--- config.mk ---
export PLATFORM = sky130hd
export DESIGN_NAME = instr_fetch
export DESIGN_NICKNAME = d
export VERILOG_FILES = /design/src/rtl/instr_fetch.sv
export SDC_FILE = /design/constraint.sdc
export NUM_CORES = 1
export LEC_CHECK = 0
export ABC_CLOCK_PERIOD_IN_PS = 3200
export CAP_MARGIN = 20
export CORE_UTILIZATION = 55
export DETAILED_ROUTE_END_ITERATION = 10
export PLACE_DENSITY_LB_ADDON = 0.08
export SYNTH_ARGS = -nofsm -noshare
export SYNTH_HDL_FRONTEND = slang
export SYNTH_SLANG_ARGS = --single-unit
export TNS_END_PERCENT = 20
--- constraint.sdc ---
create_clock -name clk_i -period 3.2 [get_ports clk_i]
set_input_delay 0.32 -clock clk_i [delete_from_list [all_inputs] [get_ports clk_i]]
set_output_delay 0.32 -clock clk_i [all_outputs]
set_load 0.01 [all_outputs]
--- src/rtl/instr_fetch.sv ---
// Instruction fetch unit: one outstanding imem request, registered decode output
// with a one-entry skid buffer, and kill-based squashing of responses on redirect.
module instr_fetch (
    input  logic        clk_i,
    input  logic        rst_i,
    output logic        imem_req_o,
    output logic [31:0] imem_addr_o,
    input  logic        imem_ready_i,
    input  logic        imem_rvalid_i,
    input  logic [31:0] imem_rdata_i,
    input  logic        redirect_i,
    input  logic [31:0] redirect_pc_i,
    input  logic        id_ready_i,
    output logic        instr_valid_o,
    output logic [31:0] instr_o,
    output logic [31:0] pc_o
);

    typedef enum logic [0:0] {
        ST_REQ  = 1'b0,
        ST_WAIT = 1'b1
    } state_e;

    state_e      state_q, state_d;
    logic [31:0] pc_q, pc_d;
    logic [31:0] out_addr_q, out_addr_d;
    logic        kill_q, kill_d;
    logic        skid_valid_q, skid_valid_d;
    logic [31:0] skid_instr_q, skid_instr_d;
    logic [31:0] skid_pc_q, skid_pc_d;
    logic        instr_valid_q, instr_valid_d;
    logic [31:0] instr_q, instr_d;
    logic [31:0] pc_out_q, pc_out_d;
    logic        accept_s;
    logic        resp_s;

    // Request side decodes straight from state flops; gated by rst_i so nothing is requested in reset.
    always_comb begin
        imem_req_o  = rst_i && (state_q == ST_REQ) && !skid_valid_q;
        imem_addr_o = pc_q;
        accept_s    = imem_req_o && imem_ready_i;
        resp_s      = (state_q == ST_WAIT) && imem_rvalid_i;
    end

    // Next-state logic for the FSM, pc, kill flag, output register and skid register.
    always_comb begin
        state_d       = state_q;
        pc_d          = pc_q;
        out_addr_d    = out_addr_q;
        kill_d        = kill_q;
        skid_valid_d  = skid_valid_q;
        skid_instr_d  = skid_instr_q;
        skid_pc_d     = skid_pc_q;
        instr_valid_d = instr_valid_q;
        instr_d       = instr_q;
        pc_out_d      = pc_out_q;

        case (state_q)
            ST_REQ: begin
                if (accept_s) begin
                    state_d    = ST_WAIT;
                    out_addr_d = pc_q;
                end else begin
                    state_d = ST_REQ;
                end
            end
            ST_WAIT: begin
                if (imem_rvalid_i) begin
                    state_d = ST_REQ;
                end else begin
                    state_d = ST_WAIT;
                end
            end
            default: state_d = ST_REQ;
        endcase

        if (redirect_i) begin
            // A same-cycle response is simply dropped; kill only guards a request still in flight.
            pc_d          = redirect_pc_i & 32'hFFFF_FFFC;
            instr_valid_d = 1'b0;
            skid_valid_d  = 1'b0;
            kill_d        = accept_s || ((state_q == ST_WAIT) && !imem_rvalid_i);
        end else begin
            if (accept_s) begin
                pc_d = pc_q + 32'd4;
            end else begin
                pc_d = pc_q;
            end

            if (instr_valid_q && id_ready_i) begin
                if (skid_valid_q) begin
                    instr_d      = skid_instr_q;
                    pc_out_d     = skid_pc_q;
                    skid_valid_d = 1'b0;
                end else begin
                    instr_valid_d = 1'b0;
                end
            end else begin
                instr_valid_d = instr_valid_q;
            end

            if (resp_s) begin
                if (kill_q) begin
                    kill_d = 1'b0;
                end else if (!instr_valid_q || id_ready_i) begin
                    instr_d       = imem_rdata_i;
                    pc_out_d      = out_addr_q;
                    instr_valid_d = 1'b1;
                end else begin
                    skid_instr_d = imem_rdata_i;
                    skid_pc_d    = out_addr_q;
                    skid_valid_d = 1'b1;
                end
            end else begin
                kill_d = kill_q;
            end
        end
    end

    // State registers with asynchronous active-low clear.
    always_ff @(posedge clk_i or negedge rst_i) begin
        if (!rst_i) begin
            state_q       <= ST_REQ;
            pc_q          <= 32'd0;
            out_addr_q    <= 32'd0;
            kill_q        <= 1'b0;
            skid_valid_q  <= 1'b0;
            skid_instr_q  <= 32'd0;
            skid_pc_q     <= 32'd0;
            instr_valid_q <= 1'b0;
            instr_q       <= 32'd0;
            pc_out_q      <= 32'd0;
        end else begin
            state_q       <= state_d;
            pc_q          <= pc_d;
            out_addr_q    <= out_addr_d;
            kill_q        <= kill_d;
            skid_valid_q  <= skid_valid_d;
            skid_instr_q  <= skid_instr_d;
            skid_pc_q     <= skid_pc_d;
            instr_valid_q <= instr_valid_d;
            instr_q       <= instr_d;
            pc_out_q      <= pc_out_d;
        end
    end

    assign instr_valid_o = instr_valid_q;
    assign instr_o       = instr_q;
    assign pc_o          = pc_out_q;

endmodule
# Word level (Yosys, flattened, before mapping)
# Index checks and enable logic that the tools add are counted.
# totals
ff_bits	196
input_bits	70
output_inout_bits	98
wordCells	58
# op_classes
addsub	1
muxes	28
bitwise_logic	4
n_reduce_logical	15
# op_table
op	n
32-bit two-way mux	12
32-bit by 3-bit adder with 32-bit output (second input constant)	1
1-bit two-way mux	15
1-bit logical AND	6
1-bit NOT	4
4-bit AND reduction	1
2-bit nonzero test	2
1-bit logical NOT	3
1-bit logical OR	2
1-bit case mux with 2 select lines	1
2-bit AND reduction	1

# Logic depth before layout (Yosys ltp)
# depth
ltp_word	6
mapped_depth	7
ltp_nobuf	5

# Worst setup path after synthesis
# Ideal clock, no wire load.
# synth_path
kind	reg2reg
start	register state_q
end	register pc_q[30] (netlist: imem_addr_o[30])
setup_time_ps	82
arrival_ps	2056
required_time_ps	3118
setup_slack_ps	1062
path_stages_with_launch	8
path_buffers	3
period_less_slack_ps	2138
cell_sequence	dfrtp_1 > nand4bb_1 > buf_2 > or4_4 > buf_6 > buf_6 > or4_1 > a31oi_1
# synth_between
elab_chain_len	5
# synth_lines
element	line	text
start, declared	24	state_e state_q, state_d;
start signal, assigned	134	state_q <= state_d;
1-bit NOT (no source line)	n/a	
1-bit logical AND (2 in series)	39	imem_req_o = rst_i && (state_q == ST_REQ) && !skid_valid_q;
1-bit logical AND	41	accept_s = imem_req_o && imem_ready_i;
2-bit nonzero test (no source line)	n/a	
end signal, assigned	135	pc_q <= pc_d;
end, declared	25	logic [31:0] pc_q, pc_d;
# Every way passes these cells.
# A chain may end at the register's enable or synchronous reset.

# Worst setup path after layout
# layout_path
start	input rst_i
end	register pc_q[19] (netlist: imem_addr_o[19])
# layout_between
elab_chain_len	4
# layout_lines
element	line	text
start, declared	5	input logic rst_i,
1-bit logical AND (2 in series)	39	
1-bit logical AND	41	
2-bit nonzero test (no source line)	n/a	
# Every way passes these cells.

==> results.json <==
{
  "status": "complete, no violations",
  "dp_slack_ns": 0.585,
  "power.leakage_nw": 4.65,
  "clk_latency_ns": 0.42,
  "cts_resized": 0,
  "start_util_pct": 56.5,
  "chipHeight_um": 124,
  "pwr_density_cell_mw_per_mm2": 657,
  "ys_seq_area_share_pct": 57.7,
  "start_kind": "input pin",
  "synthAdderAreaFrac_pct": 0.152,
  "synth-compound-area-share_pct": 8.32,
  "vias": 6029,
  "worst_slew_pin_slew_ns": 0.868,
  "arrival_ns": 2.85,
  "core_sq_mm": 0.0146,
  "drv_slew": 0,
  "clk_path_buf_depth": 2,
  "max_cap_viol_count": 0,
  "ys_warn_count": 0,
  "cp-end-kind": "register",
  "stdcell_count": 1100,
  "pwr-share-comb_pct": 25.3,
  "grt_setup_unrepaired": "false",
  "dp_cells": 1066,
  "swShare_pct": 28.9,
  "synth-simple-area-share_pct": 13.8,
  "r2r_slack_ns": 0.82,
  "setup_tns_ns": 0,
  "p_clk_share_pct": 28.8,
  "avgViaCountPerCell": 5.48,
  "power.switching_w": 0.00203,
  "root_buffer": "clkbuf_16",
  "gp_congestion": 0.869,
  "final_nets": 974,
  "num_rows": 44,
  "cts_tree": "done",
  "grt_pass1_wl_mm": 29.8,
  "peakVddDrop_mv": 0.387,
  "cp.required_ns": 3.54,
  "fill_cells": 1023,
  "drtPass1Iterations": 5,
  "synth.distinct_cells": 40,
  "die_x_um": 124,
  "intPower_w": 0.00500,
  "layout_setup_ws_ns": 0.691,
  "antenna_found_initial": 0,
  "synth.area.mux_share_pct": 16.1,
  "wl_mm": 17.5,
  "skew_ns": 0.00509,
  "cts_htree_levels": 4,
  "synth_cells": 756,
  "period_minus_slack_ns": 2.51,
  "die_area_sq_mm": 0.0155,
  "timing.rr.start": "skid_valid_q",
  "ys.flop_type": "dfrtp_1",
  "postRouteAntennaNets": 0,
  "grt_pass1_vias": 5894,
  "synth_top_family_by_area": "multiplexers",
  "ios": 168,
  "fin_crit_sh_pct": 78.4,
  "reg2reg_depth": 4,
  "track_usage_pct": 23.8,
  "cts_buffers": 17,
  "cts_sinks": 190,
  "wire_per_inst_um": 15.9,
  "finalSetupViolations": 0,
  "yosys.area.top_type": "dfrtp_1",
  "clk_pin_slew_ns": 0.07,
  "cp_max_fo": 15,
  "grt_max_degree": 82,
  "synth.avg_cell_area_sq_um": 10.9,
  "drtIter0Drc": 441,
  "synth.area.top_cells": "dfrtp_1 (58%), mux2_2 (8.5%), mux2i_1 (7.7%), nand2_1 (5.0%), a21oi_1 (3.9%)",
  "dp_hpwl_mm": 11.6,
  "diodes": 0,
  "async_flop_share_pct": 100,
  "synth_xor_area_share_pct": 0.956,
  "port_buffers": 163,
  "overflow": 0,
  "syn_to_final_growth_pct": 29.8,
  "syn_area_sq_mm": 0.00824,
  "hold_buffers": 1,
  "worstSetupPathType": "input pin to register",
  "cts_setup_buffers": 0,
  "slew_headroom_pct": 42.2,
  "r2r-end": "imem_addr_o[19]",
  "seq_power_share_pct": 45.9,
  "fmax_mhz": 399,
  "synth-edff-count": 0,
  "whs_ns": 0.280,
  "finalHoldViolations": 0,
  "drive_gt1_share_pct": 12.4,
  "synth_seq_cells": 190,
  "yosysTopAreaCellShare_pct": 57.7,
  "hold_class": "input pin to asynchronous set/reset pin",
  "drc": 0
}
==> sequential cells by signal (all words and copies together) (netlist names) <==
register       flops
imem_addr_o       30
instr_valid_o      1
instr_o           32
state_q            1
out_addr_q        30
skid_instr_q      32
skid_pc_q         30
pc_o              32
kill_q             1
skid_valid_q       1
==> layout make-up <==
class / instances / area [sq um] / share of cell area [%]
Tap cell: 184 / 230 / 2.15
Clock buffer: 18 / 439 / 4.10
Inverter: 6 / 22.5 / 0.210
Timing Repair Buffer: 178 / 1820 / 17.0
Multi-Input combinational cell: 510 / 3300 / 30.8
Sequential cell: 190 / 4750 / 44.4
Clock inverter: 14 / 135 / 1.26
==> stage by stage <==
stage / utilization, % / area, sq um / total power, W
CTS: 73.2 / 10700 / 0.00709
floorplan: - / 8250 / 0.00398
detailed placement: 69.2 / 10100 / 0.00506
global placement: 69.2 / 10100 / 0.00498
finish: 73.4 / 10700 / 0.00703
global route: 73.4 / 10700 / 0.00741
==> cells by family after synthesis <==
kind of cell,count (synthesis)
buf+inv,57
fa+ha+maj,1
mux,125
compound gates,120
other cells,1
xor+xnor,9
simple gates,253
flops,190
==> power groups by stage <==
stage | Clock [W] | Sequential (W) | Combinational [W]
3_5_place_dp | 0 | 0.00327 | 0.00178
4_1_cts | 0.00207 | 0.00323 | 0.00180
3_3_place_gp | 0 | 0.00324 | 0.00174
6_report | 0.00203 | 0.00323 | 0.00178
2_1_floorplan | 0 | 0.00337 | 0.000603
5_1_grt | 0.00217 | 0.00330 | 0.00194
==> metal layers <==
layer | GRT usage (%) | wire length [um] | share of wire [%]
met1 | 35.0 | 8480 | 49
met2 | 36.1 | 7970 | 46
met3 | 4.51 | 812 | 4.6
met4 | 6.80 | 220 | 1.3
met5 | 0 | 0 | 0
==> critical path: stages <==
cell           delay (ns)
dlygate4sd3_1        0.54
clkbuf_8             0.17
nor4bb_4             0.63
nand2_1              0.42
or4_1                0.56
a31oi_1              0.19
==> cell usage after synthesis, types with 3 or more instances <==
| library cell | instances |
|---|---|
| mux2_2 | 62 |
| nand4_1 | 8 |
| and3_1 | 5 |
| o21ai_0 | 18 |
| and4_1 | 5 |
| a21oi_1 | 65 |
| a31oi_1 | 14 |
| o31a_1 | 4 |
| nand2_1 | 110 |
| buf_1 | 5 |
| xor2_1 | 7 |
| dfrtp_1 | 190 |
| nor2b_1 | 3 |
| o31ai_1 | 12 |
| clkbuf_1 | 40 |
| and2_1 | 4 |
| inv_1 | 6 |
| or4_1 | 14 |
| nor2_1 | 80 |
| nand3_1 | 12 |
| mux2i_1 | 63 |
==> layout by cell type, fill, tap and decap left out, types with 3 or more instances in the layout <==
cell and n:
mux2i_1 63, clkdlybuf4s50_1 162, and4_1 5, nor2b_1 3, or4_1 14, buf_4 9, clkbuf_16 17, clkinvlp_4 6
a21oi_1 65, dfrtp_1 190, and2_1 4, and3_1 5, nand2_1 110, a31oi_1 14, buf_12 4, inv_6 3
o31ai_1 12, o21ai_0 18, mux2_2 62, o31a_1 4, xor2_1 7, nor2_1 79, nand3_1 11, nand4_1 8
inv_1 6
==> how the worst max path moves through the flow <==
| stage | end | depth (start not counted) | from | slack (ns) |
|---|---|---|---|---|
| 4_1_cts | imem_addr_o[18] | 6 | rst_i | 0.72 |
| 2_1_floorplan | imem_addr_o[30] | 7 | state_q | 1.06 |
| 5_1_grt | imem_addr_o[18] | 6 | rst_i | 0.56 |
| 3_5_place_dp | imem_addr_o[18] | 5 | imem_ready_i | 0.59 |
| 3_3_place_gp | imem_addr_o[17] | 5 | imem_ready_i | 0.68 |
| 6_report | imem_addr_o[19] | 6 | rst_i | 0.69 |
Note: power is estimated with default switching activity, not from simulation.
